**src/rtl/shot_clock_core.sv**
```systemverilog
// Shot-clock countdown: BCD SS.cc value stepped by tick_toggle edges, run/pause/expire control.
// Optional buzzer pulse on expiry is built only when SHOT_BUZZER_EN is defined.
module shot_clock_core #(
  parameter int START_SEC  = 24,
  parameter int SHORT_SEC  = 14,
  parameter int BUZZ_TICKS = 100
) (
  input  logic       clk,
  input  logic       reset,
  input  logic       i_tick_toggle,
  input  logic       i_start,
  input  logic       i_pause,
  input  logic       i_reload_full,
  input  logic       i_reload_short,
  output logic [3:0] o_sec_tens,
  output logic [3:0] o_sec_ones,
  output logic [3:0] o_cs_tens,
  output logic [3:0] o_cs_ones,
  output logic       o_running,
  output logic       o_expired,
  output logic       o_buzzer
);

  typedef enum logic [1:0] {IDLE, RUN, PAUSE, EXPIRED} state_t;

  localparam logic [3:0] START_T = 4'(START_SEC / 10);
  localparam logic [3:0] START_O = 4'(START_SEC % 10);
  localparam logic [3:0] SHORT_T = 4'(SHORT_SEC / 10);
  localparam logic [3:0] SHORT_O = 4'(SHORT_SEC % 10);
  localparam logic [6:0] SHORT_V = 7'(SHORT_SEC);

  state_t     r_state;
  logic [3:0] r_st, r_so, r_ct, r_co;
  logic       r_running, r_expired, r_tick_prev;

  logic       w_tick_evt, w_cmd, w_below_short, w_last_step;
  logic       w_b0, w_b1, w_b2;
  logic [3:0] w_dec_st, w_dec_so, w_dec_ct, w_dec_co;
  logic [6:0] w_sec;

  assign w_tick_evt = i_tick_toggle ^ r_tick_prev;
  assign w_cmd      = i_reload_full | i_reload_short | i_start | i_pause;

  // Fractional part never matters: value < SHORT.00 exactly when whole seconds < SHORT.
  assign w_sec         = ({3'b000, r_st} * 7'd10) + {3'b000, r_so};
  assign w_below_short = (w_sec < SHORT_V);
  assign w_last_step   = (r_st == 4'd0) && (r_so == 4'd0) && (r_ct == 4'd0) && (r_co <= 4'd1);

  always_comb begin
    w_b0     = (r_co == 4'd0);
    w_b1     = w_b0 && (r_ct == 4'd0);
    w_b2     = w_b1 && (r_so == 4'd0);
    w_dec_co = w_b0 ? 4'd9 : r_co - 4'd1;
    w_dec_ct = w_b0 ? ((r_ct == 4'd0) ? 4'd9 : r_ct - 4'd1) : r_ct;
    w_dec_so = w_b1 ? ((r_so == 4'd0) ? 4'd9 : r_so - 4'd1) : r_so;
    w_dec_st = w_b2 ? r_st - 4'd1 : r_st;
  end

  always_ff @(posedge clk or posedge reset) begin
    if (reset) begin
      r_state     <= IDLE;
      r_st        <= START_T;
      r_so        <= START_O;
      r_ct        <= 4'd0;
      r_co        <= 4'd0;
      r_running   <= 1'b0;
      r_expired   <= 1'b0;
      r_tick_prev <= 1'b0;
    end else begin
      r_tick_prev <= i_tick_toggle;
      if (i_reload_full || i_reload_short) begin
        if (i_reload_full) begin
          r_st <= START_T;
          r_so <= START_O;
          r_ct <= 4'd0;
          r_co <= 4'd0;
        end else if (w_below_short) begin
          r_st <= SHORT_T;
          r_so <= SHORT_O;
          r_ct <= 4'd0;
          r_co <= 4'd0;
        end
        if (r_state == EXPIRED) begin
          r_state   <= IDLE;
          r_expired <= 1'b0;
        end
      end else if (i_start || i_pause) begin
        // Simultaneous start and pause cancel each other.
        if (i_start && !i_pause && (r_state == IDLE || r_state == PAUSE)) begin
          r_state   <= RUN;
          r_running <= 1'b1;
        end else if (i_pause && !i_start && r_state == RUN) begin
          r_state   <= PAUSE;
          r_running <= 1'b0;
        end
      end else if (w_tick_evt && r_state == RUN) begin
        if (w_last_step) begin
          r_st      <= 4'd0;
          r_so      <= 4'd0;
          r_ct      <= 4'd0;
          r_co      <= 4'd0;
          r_state   <= EXPIRED;
          r_running <= 1'b0;
          r_expired <= 1'b1;
        end else begin
          r_st <= w_dec_st;
          r_so <= w_dec_so;
          r_ct <= w_dec_ct;
          r_co <= w_dec_co;
        end
      end
    end
  end

`ifdef SHOT_BUZZER_EN
  localparam logic [9:0] BUZZ_LAST = 10'(BUZZ_TICKS - 1);

  logic       r_buzzer;
  logic [9:0] r_buzz_cnt;
  logic       w_tick_ok, w_expire_evt, w_buzz_clr;

  assign w_tick_ok    = w_tick_evt && !w_cmd;
  assign w_expire_evt = w_tick_ok && (r_state == RUN) && w_last_step;
  assign w_buzz_clr   = i_reload_full || (i_reload_short && w_below_short);

  always_ff @(posedge clk or posedge reset) begin
    if (reset) begin
      r_buzzer   <= 1'b0;
      r_buzz_cnt <= 10'd0;
    end else if (w_buzz_clr) begin
      r_buzzer   <= 1'b0;
      r_buzz_cnt <= 10'd0;
    end else if (w_expire_evt) begin
      r_buzzer   <= 1'b1;
      r_buzz_cnt <= 10'd0;
    end else if (r_buzzer && w_tick_ok) begin
      r_buzz_cnt <= r_buzz_cnt + 10'd1;
      if (r_buzz_cnt == BUZZ_LAST)
        r_buzzer <= 1'b0;
    end
  end

  assign o_buzzer = r_buzzer;
`else
  assign o_buzzer = 1'b0;
`endif

  assign o_sec_tens = r_st;
  assign o_sec_ones = r_so;
  assign o_cs_tens  = r_ct;
  assign o_cs_ones  = r_co;
  assign o_running  = r_running;
  assign o_expired  = r_expired;

endmodule

```
**config.mk**
```make
export PLATFORM = sky130hd
export DESIGN_NAME = shot_clock_core
export DESIGN_NICKNAME = d
export VERILOG_FILES = /design/src/rtl/shot_clock_core.sv
export SDC_FILE = /design/constraint.sdc
export NUM_CORES = 1
export LEC_CHECK = 0
export BUFFER_PORTS_ARGS = -buffer_cell sky130_fd_sc_hd__buf_2
export CORE_ASPECT_RATIO = 0.8
export CORE_MARGIN = 3
export CORE_UTILIZATION = 50
export CTS_CLUSTER_DIAMETER = 40
export DETAILED_ROUTE_END_ITERATION = 16
export GPL_TIMING_DRIVEN = 0
export HOLD_SLACK_MARGIN = 0.15
export PLACE_DENSITY = 0.72
export SLEW_MARGIN = 20
export SYNTH_ARGS = -nofsm -noshare
export SYNTH_HDL_FRONTEND = slang
export SYNTH_SLANG_ARGS = --single-unit
```
**constraint.sdc**
```tcl
create_clock -name clk -period 4 [get_ports clk]
set_clock_uncertainty 0.05 [all_clocks]
set_input_delay 0.2 -clock clk [delete_from_list [all_inputs] [get_ports clk]]
set_output_delay 0.2 -clock clk [all_outputs]
set_load 0.02 [all_outputs]
```
==> summary.md <==
| Metric | Value |
|---|---|
| Run status | finished clean |
| Internal power consumption | 648 µW |
| Floorplan Core Area | 2850 µm² |
| Floorplan die height | 55.7 µm |
| Routability congestion estimate from global placement | 0.775 |
| Number of max-capacitance violations reported | 0 |
| Hold-critical path depth | 2 |
| Cell with the biggest individual delay on the critical path | sky130_fd_sc_hd__dfstp_2 |
| Number of global-route vias before repair | 1289 |
| Largest net degree at the start of global routing | 22 |
| Net switching share of the total power | 0.473 |
| Area of combinational cells with multiple inputs | 923 µm² |
| Remaining number of nets flagged by the antenna check after routing | 0 |
| Overflow after GRT | 0 |
| Clock network fraction of design power | 0.116 |
| Hold-fix buffers at CTS | 2 |
| Comb pwr share | 0.583 |
| Root Buffer Master | sky130_fd_sc_hd__clkbuf_8 |
| Clock H-tree levels | 1 |
| Seq pwr share | 0.301 |
| Unrepaired setup endpoints after global routing | no |
| Placement row count | 17 |
| Antenna cells | 0 |
| Fin crit share | 0.807 |
| Antenna violations before repair | 0 |
| Number of endpoints with negative hold slack in the final report | 0 |
| Max-slew headroom at the worst pin | 0.457 |
| Via total after detailed routing | 1391 |
| Total count of max-transition violations in the final report | 0 |
| Leakage power | 0.000852 µW |
| Sequential cell area | 528 µm² |
| Portion of synthesized cell area occupied by the leading cell type | 0.308 |
| Initial drt markers | 148 |
| Startpoint kind of the worst setup timing path | flip-flop |
| Peak Freq | 310 MHz |
| Worst hold-check path type | in -> reg |
| Synth-to-Final Area Change | 14.5% |
| Number of synthesized flops with an enable pin | 0 |
| Async set-or-reset flop fraction in the synthesized netlist | 1.00 |
| DIE AREA | 3790 µm² |
| Total number of yosys warnings | 0 |
| Power per cell area | 695 nW/µm² |
| Slew @ Worst Pin | 0.814 ns |
| Ratio of cells with drive above 1 in the final layout | 0.223 |
| Number of top-level pins | 26 |
| Final net count | 218 |
| Primary flip-flop cell chosen by synthesis mapping | sky130_fd_sc_hd__dfrtp_1 |
| Post-Route WL | 3.64 mm |
| Clock net sink count | 21 |
| Net switching component of the power | 581 µW |
| Clock tree from TritonCTS | done |
| Peak supply drop | 379 µV |
| Critical Path Fanout Max | 10 |
| Average size of a mapped cell | 9.13 µm² |
| Total global routing track utilization | 0.204 |
| Number of synthesized register bits | 21 |
| Bufs on Longest Clock Path | 2 |
| Syn Std Cell Area | 1540 µm² |
| Number of gates resized after cts | 0 |
| Post-detail-place hpwl | 2.81 mm |
| Logic depth of the worst register-to-register path | 10 |
| Cell-by-cell trace of the critical path | ha_1 -> ha_1 -> fa_1 -> xor2_1 -> nand2_1 -> or4_1 -> o311a_2 -> clkbuf_1 -> o21ai_0 -> o41ai_2 |
| Count of unique library cells instantiated by Yosys | 49 |
| Count of mapped cells out of synthesis | 169 |
| Min cycle time layout | 3.23 ns |
| Share of the yosys chip area belonging to registers | 0.342 |
| Average vias per placed instance | 5.92 |
| Starting density of the core | 0.541 |
| Fill cell instance count of the final layout | 262 |
| CP Capture Type | flip-flop |
| Post-route worst hold slack | 0.158 ns |
| Most frequent cells in the layout | sky130_fd_sc_hd__buf_2, sky130_fd_sc_hd__dfrtp_1, sky130_fd_sc_hd__inv_1 |
| Chip Width | 68.1 µm |
| CTS buffer count | 3 |
| Number of failing setup endpoints in the final timing report | 0 |
| Data required time of the worst path | 4.08 ns |
| Buffers inserted by post-CTS timing repair | 0 |
| Buffers added on ports | 22 |
| Count of unresolved DRC violations after routing | 0 |
| Cell mode on critical path | sky130_fd_sc_hd__ha_1 |
| Stage delay of the slowest cell on the critical path | 0.61 ns |
| Worst skew pair latency | 0.27 ns |
| Endpoint arrival time on the critical path | 3.31 ns |
| Setup TNS after final layout | 0 ns |
| Top area cells in the synthesized netlist | sky130_fd_sc_hd__dfrtp_1, sky130_fd_sc_hd__ha_1, sky130_fd_sc_hd__o21ai_0 |
| Register clock-pin slew on the reported worst setup and hold paths | 0.08 ns |
| Final routed wire length divided by cell count | 15.5 µm |
| Most common library cell in the layout ignoring fill and taps | sky130_fd_sc_hd__buf_2 |
| Critical path class | reg -> reg |
| Yosys top cell by area | sky130_fd_sc_hd__dfrtp_1 |
| Global-route wire length before repair | 5.93 mm |
| Net count after synthesis | 189 |
| TritonRoute pass-1 iters | 4 |
## synth_stat cells, types with 3 or more instances
| cell type | n |
|---|---|
| sky130_fd_sc_hd__a21oi_1 | 11 |
| sky130_fd_sc_hd__clkbuf_1 | 4 |
| sky130_fd_sc_hd__dfrtp_1 | 19 |
| sky130_fd_sc_hd__ha_1 | 11 |
| sky130_fd_sc_hd__inv_1 | 14 |
| sky130_fd_sc_hd__mux2_4 | 3 |
| sky130_fd_sc_hd__nand2_1 | 10 |
| sky130_fd_sc_hd__nand2b_1 | 3 |
| sky130_fd_sc_hd__nand3_1 | 4 |
| sky130_fd_sc_hd__nor2_1 | 13 |
| sky130_fd_sc_hd__nor2b_1 | 3 |
| sky130_fd_sc_hd__nor3_1 | 9 |
| sky130_fd_sc_hd__o21ai_0 | 13 |
| sky130_fd_sc_hd__o31ai_1 | 4 |
| sky130_fd_sc_hd__or4_1 | 4 |
## critical path: cells and delay by family, from the launching register on
| family | cells | cell delay [ns] |
|---|---|---|
| adders and majority gates | 3 | 0.86 |
| DFF | 1 | 0.61 |
| AOI/OAI and AO/OA | 3 | 0.60 |
| and+or+nand+nor | 2 | 0.54 |
| buffers and inverters | 1 | 0.25 |
| xor gates and xnor gates | 1 | 0.18 |
## kinds of logic (layout without fill, tap and decap cells)
family / after synthesis / in the layout / share of synthesized area
simple gates: 57 / 57 / 0.203
compound gates: 50 / 50 / 0.232
flops: 21 / 21 / 0.342
buf+inv: 21 / 49 / 0.0592
fa+ha+maj: 13 / 13 / 0.115
xor+xnor: 3 / 3 / 0.0170
mux: 3 / 3 / 0.0292
other cells: 1 / 1 / 0.00243
## registers in the layout, summed over array words and instances (netlist names)
signal and count:
o_sec_tens 4, o_cs_tens 4, r_tick_prev 1, o_running 1, r_state 2, o_sec_ones 4, o_cs_ones 4, o_expired 1
## power groups by stage
stage	sequential, µW	clock, µW	combinational, µW
floorplan	426	0	465
global placement	364	0	681
detailed placement	371	0	713
CTS	368	144	719
global route	381	155	795
finish	370	142	716
## layer usage
metal	wire length, µm	GRT usage
met3	248	0.0465
met1	1550	0.267
met5	0	0
met4	27	0.0510
met2	1820	0.334
## path summary, 6_finish.rpt
path | start | endpoint | slack (ns)
max reg2reg | o_sec_tens[1] | o_sec_tens[2] | 0.77
min reg2reg | o_expired | o_expired | 0.46
max | o_sec_tens[1] | o_sec_tens[2] | 0.77
min in group asynchronous | reset | r_state[1] | 0.58
max in group asynchronous | reset | o_cs_ones[2] | 2.81
min | i_reload_full | o_sec_tens[0] | 0.16
## final cells by class
class | count | area share
Multi-Input combinational cell | 127 | 0.523
Clock inverter | 1 | 0.00283
Clock buffer | 3 | 0.0234
Tap cell | 38 | 0.0269
Sequential cell | 21 | 0.299
Inverter | 14 | 0.0297
Buffer | 7 | 0.0220
Timing Repair Buffer | 24 | 0.0737
## stage by stage
step	cells	setup WS [ns]	instance area [µm²]	total power [µW]	util
3_5_place_dp	229	0.802	1700	1080	0.597
2_1_floorplan	169	0.987	1540	892	-
3_3_place_gp	229	0.917	1700	1050	0.597
6_report	235	0.773	1770	1230	0.620
5_1_grt	235	0.584	1770	1330	0.620
4_1_cts	235	0.775	1770	1230	0.620
Power figures use the tool's default switching activity.
